### src/rtl/addsub_nibble_sequencer.sv
// addsub_nibble_sequencer
// Multi-cycle wide add/subtract built around one 4-bit add/sub slice.
// One nibble is processed per clock, least significant first, with the
// carry chained through a register between slices.
//
// Handshake: start is accepted only while busy=0 (IDLE or DONE state).
// An accepted start samples a, b and mode at that edge; later changes on
// those inputs are ignored. done is a one-cycle pulse, and result/cout/ovf
// are valid from that cycle until the next operation completes.
//
// Optional feature macro: ADDSUB_SEQ_OVF_EN
//   defined     -> ovf reports signed overflow of the completed operation
//   not defined -> ovf is tied to 0 and no overflow logic exists
//
// state_dbg exposes the FSM state (0=IDLE, 1=RUN, 2=DONE) for observation.
module addsub_nibble_sequencer #(
  parameter int NIBBLES = 4  // legal range 2..16
) (
  input  logic                   clk,
  input  logic                   rst,
  input  logic                   start,
  input  logic                   mode,
  input  logic [4*NIBBLES-1:0]   a,
  input  logic [4*NIBBLES-1:0]   b,
  output logic                   busy,
  output logic                   done,
  output logic [4*NIBBLES-1:0]   result,
  output logic                   cout,
  output logic                   ovf,
  output logic [1:0]             state_dbg
);

  localparam int W     = 4 * NIBBLES;
  localparam int IDX_W = (NIBBLES > 1) ? $clog2(NIBBLES) : 1;

  typedef enum logic [1:0] {
    IDLE = 2'd0,
    RUN  = 2'd1,
    DONE = 2'd2
  } state_t;

  state_t state, next_state;

  // Latched operands and per-operation working registers
  logic [W-1:0]     a_q;
  logic [W-1:0]     b_q;
  logic             mode_q;
  logic [IDX_W-1:0] idx;
  logic             carry;
  logic [W-1:0]     acc;

  // Combinational slice datapath
  logic             accept;
  logic             last_slice;
  logic [3:0]       a_nib;
  logic [3:0]       b_nib;
  logic [3:0]       b_eff;
  logic [4:0]       slice_sum;
  logic [W-1:0]     acc_next;

  // Accept decision: start counts only when not busy
  always_comb begin
    accept     = 1'b0;
    last_slice = 1'b0;
    accept     = start && ((state == IDLE) || (state == DONE));
    last_slice = (idx == IDX_W'(NIBBLES - 1));
  end

  // Next-state logic; outputs decoded directly from the state
  always_comb begin
    next_state = state;
    busy       = 1'b0;
    done       = 1'b0;
    case (state)
      IDLE: begin
        if (accept) next_state = RUN;
      end
      RUN: begin
        busy = 1'b1;
        if (last_slice) next_state = DONE;
      end
      DONE: begin
        done = 1'b1;
        // A start in the DONE cycle chains straight into the next run
        if (accept) next_state = RUN;
        else        next_state = IDLE;
      end
      default: next_state = IDLE;
    endcase
  end

  assign state_dbg = state;

  // 4-bit add/sub slice: subtract is a + ~b + 1, with the +1 coming from
  // the carry register that is seeded with mode on accept
  always_comb begin
    a_nib     = a_q[{idx, 2'b00} +: 4];
    b_nib     = b_q[{idx, 2'b00} +: 4];
    b_eff     = b_nib ^ {4{mode_q}};
    slice_sum = {1'b0, a_nib} + {1'b0, b_eff} + {4'd0, carry};
    acc_next  = acc;
    acc_next[{idx, 2'b00} +: 4] = slice_sum[3:0];
  end

  // FSM state register
  always_ff @(posedge clk) begin
    if (rst) state <= IDLE;
    else     state <= next_state;
  end

  // Operand latch, slice index, carry chain and accumulator
  always_ff @(posedge clk) begin
    if (rst) begin
      a_q    <= '0;
      b_q    <= '0;
      mode_q <= 1'b0;
      idx    <= '0;
      carry  <= 1'b0;
      acc    <= '0;
    end else if (accept) begin
      a_q    <= a;
      b_q    <= b;
      mode_q <= mode;
      idx    <= '0;
      carry  <= mode;
    end else if (state == RUN) begin
      acc    <= acc_next;
      carry  <= slice_sum[4];
      if (!last_slice) idx <= idx + 1'b1;
    end
  end

  // Registered outputs update only when the last slice completes
  always_ff @(posedge clk) begin
    if (rst) begin
      result <= '0;
      cout   <= 1'b0;
    end else if ((state == RUN) && last_slice) begin
      result <= acc_next;
      cout   <= slice_sum[4];
    end
  end

`ifdef ADDSUB_SEQ_OVF_EN
  logic sign_a;
  logic sign_b_eff;

  always_comb begin
    sign_a     = a_q[W-1];
    sign_b_eff = b_q[W-1] ^ mode_q;
  end

  // Signed overflow: operands of equal effective sign, result sign differs
  always_ff @(posedge clk) begin
    if (rst) begin
      ovf <= 1'b0;
    end else if ((state == RUN) && last_slice) begin
      ovf <= (sign_a == sign_b_eff) && (acc_next[W-1] != sign_a);
    end
  end
`else
  assign ovf = 1'b0;
`endif

endmodule

### config.mk
export PLATFORM = sky130hd
export DESIGN_NAME = addsub_nibble_sequencer
export DESIGN_NICKNAME = d
export VERILOG_FILES = /design/src/rtl/addsub_nibble_sequencer.sv
export SDC_FILE = /design/constraint.sdc
export NUM_CORES = 1
export LEC_CHECK = 0
export ABC_AREA = 1
export BUFFER_PORTS_ARGS = -buffer_cell sky130_fd_sc_hd__buf_2
export CAP_MARGIN = 20
export CORE_AREA = 2 2 81 83
export DETAILED_ROUTE_END_ITERATION = 6
export DIE_AREA = 0 0 83 85
export PLACE_DENSITY = 0.77
export SETUP_SLACK_MARGIN = 0.3
export SLEW_MARGIN = 20
export SYNTH_ARGS = -nofsm -noshare
export SYNTH_HDL_FRONTEND = slang
export SYNTH_SLANG_ARGS = --single-unit
export TNS_END_PERCENT = 50
### constraint.sdc
create_clock -name clk -period 5.8 [get_ports clk]
set_input_delay 0.58 -clock clk [delete_from_list [all_inputs] [get_ports clk]]
set_output_delay 0.58 -clock clk [all_outputs]
set_load 0.03 [all_outputs]
==> results of run 1 <==
[synthesized netlist by cell type (2+ instances only)]
library cell | n | share of area [%]
dfxtp_1 | 71 | 43
fa_1 | 2 | 1.2
nand2_1 | 36 | 4.1
inv_2 | 3 | 0.34
clkbuf_1 | 10 | 1.1
inv_1 | 67 | 7.5
o21a_1 | 12 | 2.7
o21ai_1 | 8 | 1.2
a32o_1 | 2 | 0.60
nand3_1 | 11 | 1.7
nor2_1 | 87 | 9.8
ha_1 | 9 | 3.4
o21ai_0 | 65 | 9.8
o22ai_1 | 15 | 2.8
buf_6 | 3 | 1.0
xor2_1 | 5 | 1.3
o21bai_1 | 6 | 1.4
nand4_1 | 3 | 0.56
buf_2 | 9 | 1.4
buf_4 | 2 | 0.45
a21oi_1 | 21 | 3.2
[cell families (layout without fill, tap and decap cells)]
| family | after synthesis | count (layout) | synth area share (%) |
|---|---|---|---|
| AOI/OAI and AO/OA | 132 | 132 | 22.3 |
| buffers and inverters | 95 | 143 | 11.9 |
| adders and majority gates | 11 | 11 | 4.58 |
| other | 1 | 1 | 0.112 |
| and+or+nand+nor | 140 | 140 | 17.2 |
| DFF | 71 | 71 | 42.6 |
| xor gates and xnor gates | 5 | 5 | 1.31 |
[metal layers]
layer	part of all wire [%]	vias up
li1	-	1539
met1	44	1363
met2	49	73
met3	4.9	11
met4	1.6	0
met5	0	-
[cells in the final DEF (no fill, tap or decap), drive strengths merged]
master and instances:
a32o 2, xor2 5, a31oi 1, nand3 11
clkbuf 11, o21ai 73, a32oi 1, nor2 89
clkinvlp 2, ha 9, buf 57, or2 1
o21bai 6, clkinv 1, dfxtp 71, nand2 36
a21oi 21, o22ai 15, nand4 3, inv 70
fa 2, a211oi 1, o21a 12, conb 1
bufinv 2
[worst register-to-register path, stage by stage (launching register included)]
cell	delay, ns
dfxtp_1	0.84
inv_1	0.54
o21ai_0	0.28
o22ai_1	0.10
xor2_1	0.16
fa_1	0.42
fa_1	0.41
inv_1	0.09
nand2_1	0.05
nand2_1	0.09
nor2_1	0.06
nand2_1	0.10
o22ai_1	0.11
o21ai_0	0.16
inv_1	0.05
[power by group through the flow]
stage	sequential (mW)	combinational [mW]	clock, mW
after floorplan	0.544	0.150	0
after global placement	0.549	0.186	0
after detailed placement	0.550	0.192	0
after CTS	0.539	0.194	0.456
after global routing	0.542	0.224	0.474
final	0.539	0.194	0.450
[sequential cells by signal (all words and copies together) (netlist names)]
name,cells
a_q,16
acc,16
b_q,16
result,16
idx,2
state_dbg,2
carry,1
cout,1
mode_q,1
[area by class of cell]
type / instances / area (µm²) / area share, %
clock buffers: 11 / 151 / 3.97
well taps: 77 / 96.3 / 2.53
flip-flops and latches: 71 / 1420 / 37.3
repair buffers: 57 / 288 / 7.54
inverters: 70 / 263 / 6.89
clock inverters: 5 / 80.1 / 2.10
multi-input cells: 289 / 1520 / 39.7
[worst paths after layout]
kind | from | end | slack [ns] | depth (start not counted)
max | idx[0] | acc[6] | 2.27 | 14
min | b[14] | b_q[14] | 0.48 | 3
max reg2reg | idx[0] | acc[6] | 2.27 | 14
min reg2reg | b_q[6] | b_q[6] | 0.49 | 2
[per-stage QoR]
stage | power, mW | setup slack [ns] | cell area, µm²
floorplan | 0.694 | 3.25 | 3330
global placement | 0.735 | 2.47 | 3580
detailed placement | 0.743 | 2.26 | 3580
finish | 1.18 | 2.27 | 3810
global route | 1.24 | 1.78 | 3810
CTS | 1.19 | 2.25 | 3810
==> summary.md, run 1 <==
| Metric | Value |
|---|---|
| Fin Hold WS | 0.477 ns |
| GPL Wtd Cong | 0.812 |
| Yosys reg bits | 71 |
| Pint | 0.856 mW |
| GR Layer Usage met1 | 26.5% |
| Worst Setup End Kind | flop |
| Startpoint class of the critical path | flop |
| Fillers | 587 |
| Hold Crit Class | in -> reg |
| Overflow after GRT | 0 |
| Initial antenna violation count | 0 |
| Top-Level Pins | 58 |
| Mapped cell area | 3330 µm² |
| Grt met2 use | 36.7% |
| Area Growth Syn to Fin | 14.4% |
| Fin. max-slew vios | 0 |
| GRT met3 Usage | 3.89% |
| Via count | 2986 |
| Outcome | finished clean |
| Critical-path top delay cell | dfxtp_1 |
| Layout cells sized above 1 | 15.9% |
| Reg power frac | 45.6% |
| P_leak | 1.93 nW |
| Antenna cells | 0 |
| Vias/cell | 5.15 |
| Clk pwr share | 38.1% |
| WP data arrival | 3.78 ns |
| Post-cts sizing count | 0 |
| # hold bufs at CTS | 0 |
| Grt peak-use layer | met2 |
| Register area share after synthesis | 42.6% |
| Max clock buf depth | 2 |
| Skew-Pair Late Insertion Delay | 0.35 ns |
| Crit path kind | reg -> reg |
| Synth warnings | 0 |
| Final Net Count | 545 |
| CTS tree | yes |
| RSZ-0062 raised after global routing | no |
| DRC Markers | 0 |
| Post-synth EDFFs | 0 |
| Hold Fails Final Rpt | 0 |
| Tmin final | 3.53 ns |
| Crit path required time | 6.05 ns |
| First-pass GRT wire length | 12.5 mm |
| Setup TNS | 0 ns |
| Final period util | 60.9% |
| Clock transition at path regs | 0.08 ns |
| Antenna Violating Nets Remaining | 0 |
| Detailed Place HPWL | 4.97 mm |
| IO Port Bufs | 56 |
| CTS H-Tree Depth | 3 |
| DRT Pass-1 Iters | 4 |
| Cells along the critical path | inv_1, o21ai_0, o22ai_1, xor2_1, fa_1, fa_1, inv_1, nand2_1, nand2_1, nor2_1, nand2_1, o22ai_1, o21ai_0, inv_1 |
| Cells after Synth | 455 |
| Die height | 85 µm |
| Crit-path max FO | 25 |
| Cell Count, Final, Fillers Out | 580 |
| CORE AREA | 6200 µm² |
| Initial Util | 53.7% |
| Power Density | 310 nW/µm² |
| Max-cap violations | 0 |
| Postcts setup bufs | 0 |
| Post-layout util | 61.5% |
| Rows | 29 |
| CTS sink count | 71 |
| Switching fraction of total power | 27.6% |
| Clock skew | 0.0104 ns |
| Family with the most delay on the worst path | flip-flops |
| Slew margin rel. | 38.1% |
| VDD IR-drop max | 0.000195 V |
| Least-Margin Pin Slew | 0.928 ns |
| Netlist cell types | 29 |
| Post-Place Cells | 564 |
| Total Routing Usage GR | 21.4% |
| Endpoints failing setup | 0 |
| Synth Flop Type | dfxtp_1 |
| Iter 0 DRT Violations | 131 |
| Mapped Avg Cell Area | 7.33 µm² |
| Root buf cell | clkbuf_8 |
| Detailed Route WL | 7.11 mm |
| Worst path bufs/invs | 3 |
| Syn_nets | 502 |
| Sw Pwr | 0.326 mW |
| CP max stage delay | 0.84 ns |
| Vias in the first global route | 2745 |
| Ys async rst share | 0% |
| Routed len/inst | 12.3 µm |
| Die W | 83 µm |
| Total die area | 7060 µm² |
| F_max | 283 MHz |
| Pin count of the biggest net entering global routing | 51 |
| Logic gate share of total power | 16.4% |
| CTS Buf Count | 9 |
Note: power is estimated with default switching activity, not from simulation.
==> run 2: changes to the inputs <==
==> constraint.sdc (replaced) <==
create_clock -name clk -period 3.67 [get_ports clk]
set_input_delay 0.367 -clock clk [delete_from_list [all_inputs] [get_ports clk]]
set_output_delay 0.367 -clock clk [all_outputs]
set_load 0.03 [all_outputs]
==> summary.md, run 2 (synthesized netlist as in run 1, its figures left out) <==
| Metric | Value |
|---|---|
| Outcome | finished clean |
| Most frequent cells in the layout | nor2_1, dfxtp_1, inv_1 |
| Pre-CTS setup slack | 0.837 ns |
| First-pass GRT wire length | 12.4 mm |
| Via count | 3013 |
| Crit-path max FO | 15 |
| Clock transition at path regs | 0.07 ns |
| Endpoints failing setup | 0 |
| Worst Setup End Kind | flop |
| Final Worst Setup Slack | 0.808 ns |
| Max clock buf depth | 2 |
| Die W | 83 µm |
| Vias/cell | 5.19 |
| Rows | 29 |
| Clock skew | 0.00643 ns |
| Total die area | 7060 µm² |
| WP data arrival | 3.10 ns |
| Iter 0 DRT Violations | 156 |
| Hold Crit Class | in -> reg |
| DRT Pass-1 Iters | 4 |
| Detailed Route WL | 7.27 mm |
| Clk pwr share | 31.7% |
| Initial antenna violation count | 0 |
| Vias in the first global route | 2867 |
| Slew margin rel. | 59.3% |
| Pint | 1.21 mW |
| Skew-Pair Late Insertion Delay | 0.35 ns |
| IO Port Bufs | 56 |
| Startpoint class of the critical path | flop |
| # hold bufs at CTS | 0 |
| Commonest non-fill, non-tap cell in the layout | nor2_1 |
| CTS Buf Count | 9 |
| Postcts setup bufs | 0 |
| Final period util | 78.0% |
| CTS sink count | 71 |
| Max-cap violations | 0 |
| Initial Util | 53.7% |
| Logic gate share of total power | 18.6% |
| Hold Fails Final Rpt | 0 |
| Top-Level Pins | 58 |
| Setup TNS | 0 ns |
| Antenna Violating Nets Remaining | 0 |
| Root buf cell | clkbuf_8 |
| Pin count of the biggest net entering global routing | 37 |
| VDD IR-drop max | 0.000318 V |
| Fin. max-slew vios | 0 |
| Power Density | 452 nW/µm² |
| Sw Pwr | 0.492 mW |
| CTS tree | yes |
| Reg2reg setup slack | 0.81 ns |
| Detailed Place HPWL | 5.15 mm |
| CORE AREA | 6200 µm² |
| RSZ-0062 raised after global routing | no |
| DRC Markers | 0 |
| Area after DPL | 3610 µm² |
| Design Area, Final | 3770 µm² |
| P_leak | 1.92 nW |
| Antenna cells | 0 |
| Routed len/inst | 12.5 µm |
| Post-layout util | 60.8% |
| F_max | 349 MHz |
| Least-Margin Pin Slew | 0.609 ns |
| Tmin final | 2.86 ns |
| Area Growth Syn to Fin | 13.1% |
| Fin Hold WS | 0.268 ns |
| Reg power frac | 49.7% |
| Crit path required time | 3.91 ns |
| GPL Wtd Cong | 0.873 |
| Die height | 85 µm |
| Final Net Count | 548 |
| Switching fraction of total power | 28.9% |
| Layout cells sized above 1 | 15.5% |
| Crit path kind | reg -> reg |
| CTS H-Tree Depth | 3 |
| Post-cts sizing count | 0 |
| Total Routing Usage GR | 21.7% |
| Overflow after GRT | 0 |
[run 2: cell count changes in the layout (fill, tap and decap cells not counted), sizes merged]
cell,previous run,this run
clkbuf,11,13
buf,57,60
bufinv,2,0
clkinvlp,2,0
[run 2: stage by stage]
stage / instances / power (mW)
final: 581 / 1.70
after detailed placement: 567 / 1.18
after global placement: 567 / 1.17
after CTS: 581 / 1.71
after floorplan: 455 / 1.10
after global routing: 581 / 1.80
[run 2: final cells by class]
| class | count | area, µm² |
|---|---|---|
| multi-input combinational | 289 | 1520 |
| clock buffer | 13 | 159 |
| tap | 77 | 96.3 |
| fill | 600 | 2430 |
| sequential | 71 | 1420 |
| clock inverter | 1 | 5.00 |
| inverter | 70 | 263 |
| timing repair buffer | 60 | 310 |
[run 2: critical path: stages, from the launching register on]
cell and delay, ns:
dfxtp_1 0.53, inv_1 0.31, o21ai_0 0.15, o22ai_1 0.10, xor2_1 0.16, fa_1 0.42, fa_1 0.40, inv_1 0.09
nand2_1 0.05, nand2_1 0.08, nor2_1 0.06, nand2_1 0.09, o22ai_1 0.09, o21ai_0 0.17, inv_1 0.05
[run 2: worst paths after layout]
path	startpoint	end	cells after the start
max	idx[1]	acc[14]	14
min	a[8]	a_q[8]	3
max reg2reg	idx[1]	acc[14]	14
min reg2reg	a_q[11]	a_q[11]	2
[run 2: per-layer routing]
| metal | GRT usage, % | part of all wire [%] |
|---|---|---|
| met3 | 7.20 | 5.4 |
| met4 | 10.3 | 1.7 |
| met2 | 37.4 | 50 |
| met5 | 0 | 0 |
| met1 | 24.4 | 43 |
[run 2: power groups by stage]
| stage | logic [mW] | registers, mW | clock network [mW] |
|---|---|---|---|
| 3_5_place_dp | 0.314 | 0.864 | 0 |
| 4_1_cts | 0.315 | 0.847 | 0.549 |
| 2_1_floorplan | 0.237 | 0.860 | 0 |
| 3_3_place_gp | 0.303 | 0.863 | 0 |
| 6_report | 0.316 | 0.847 | 0.541 |
| 5_1_grt | 0.362 | 0.851 | 0.582 |
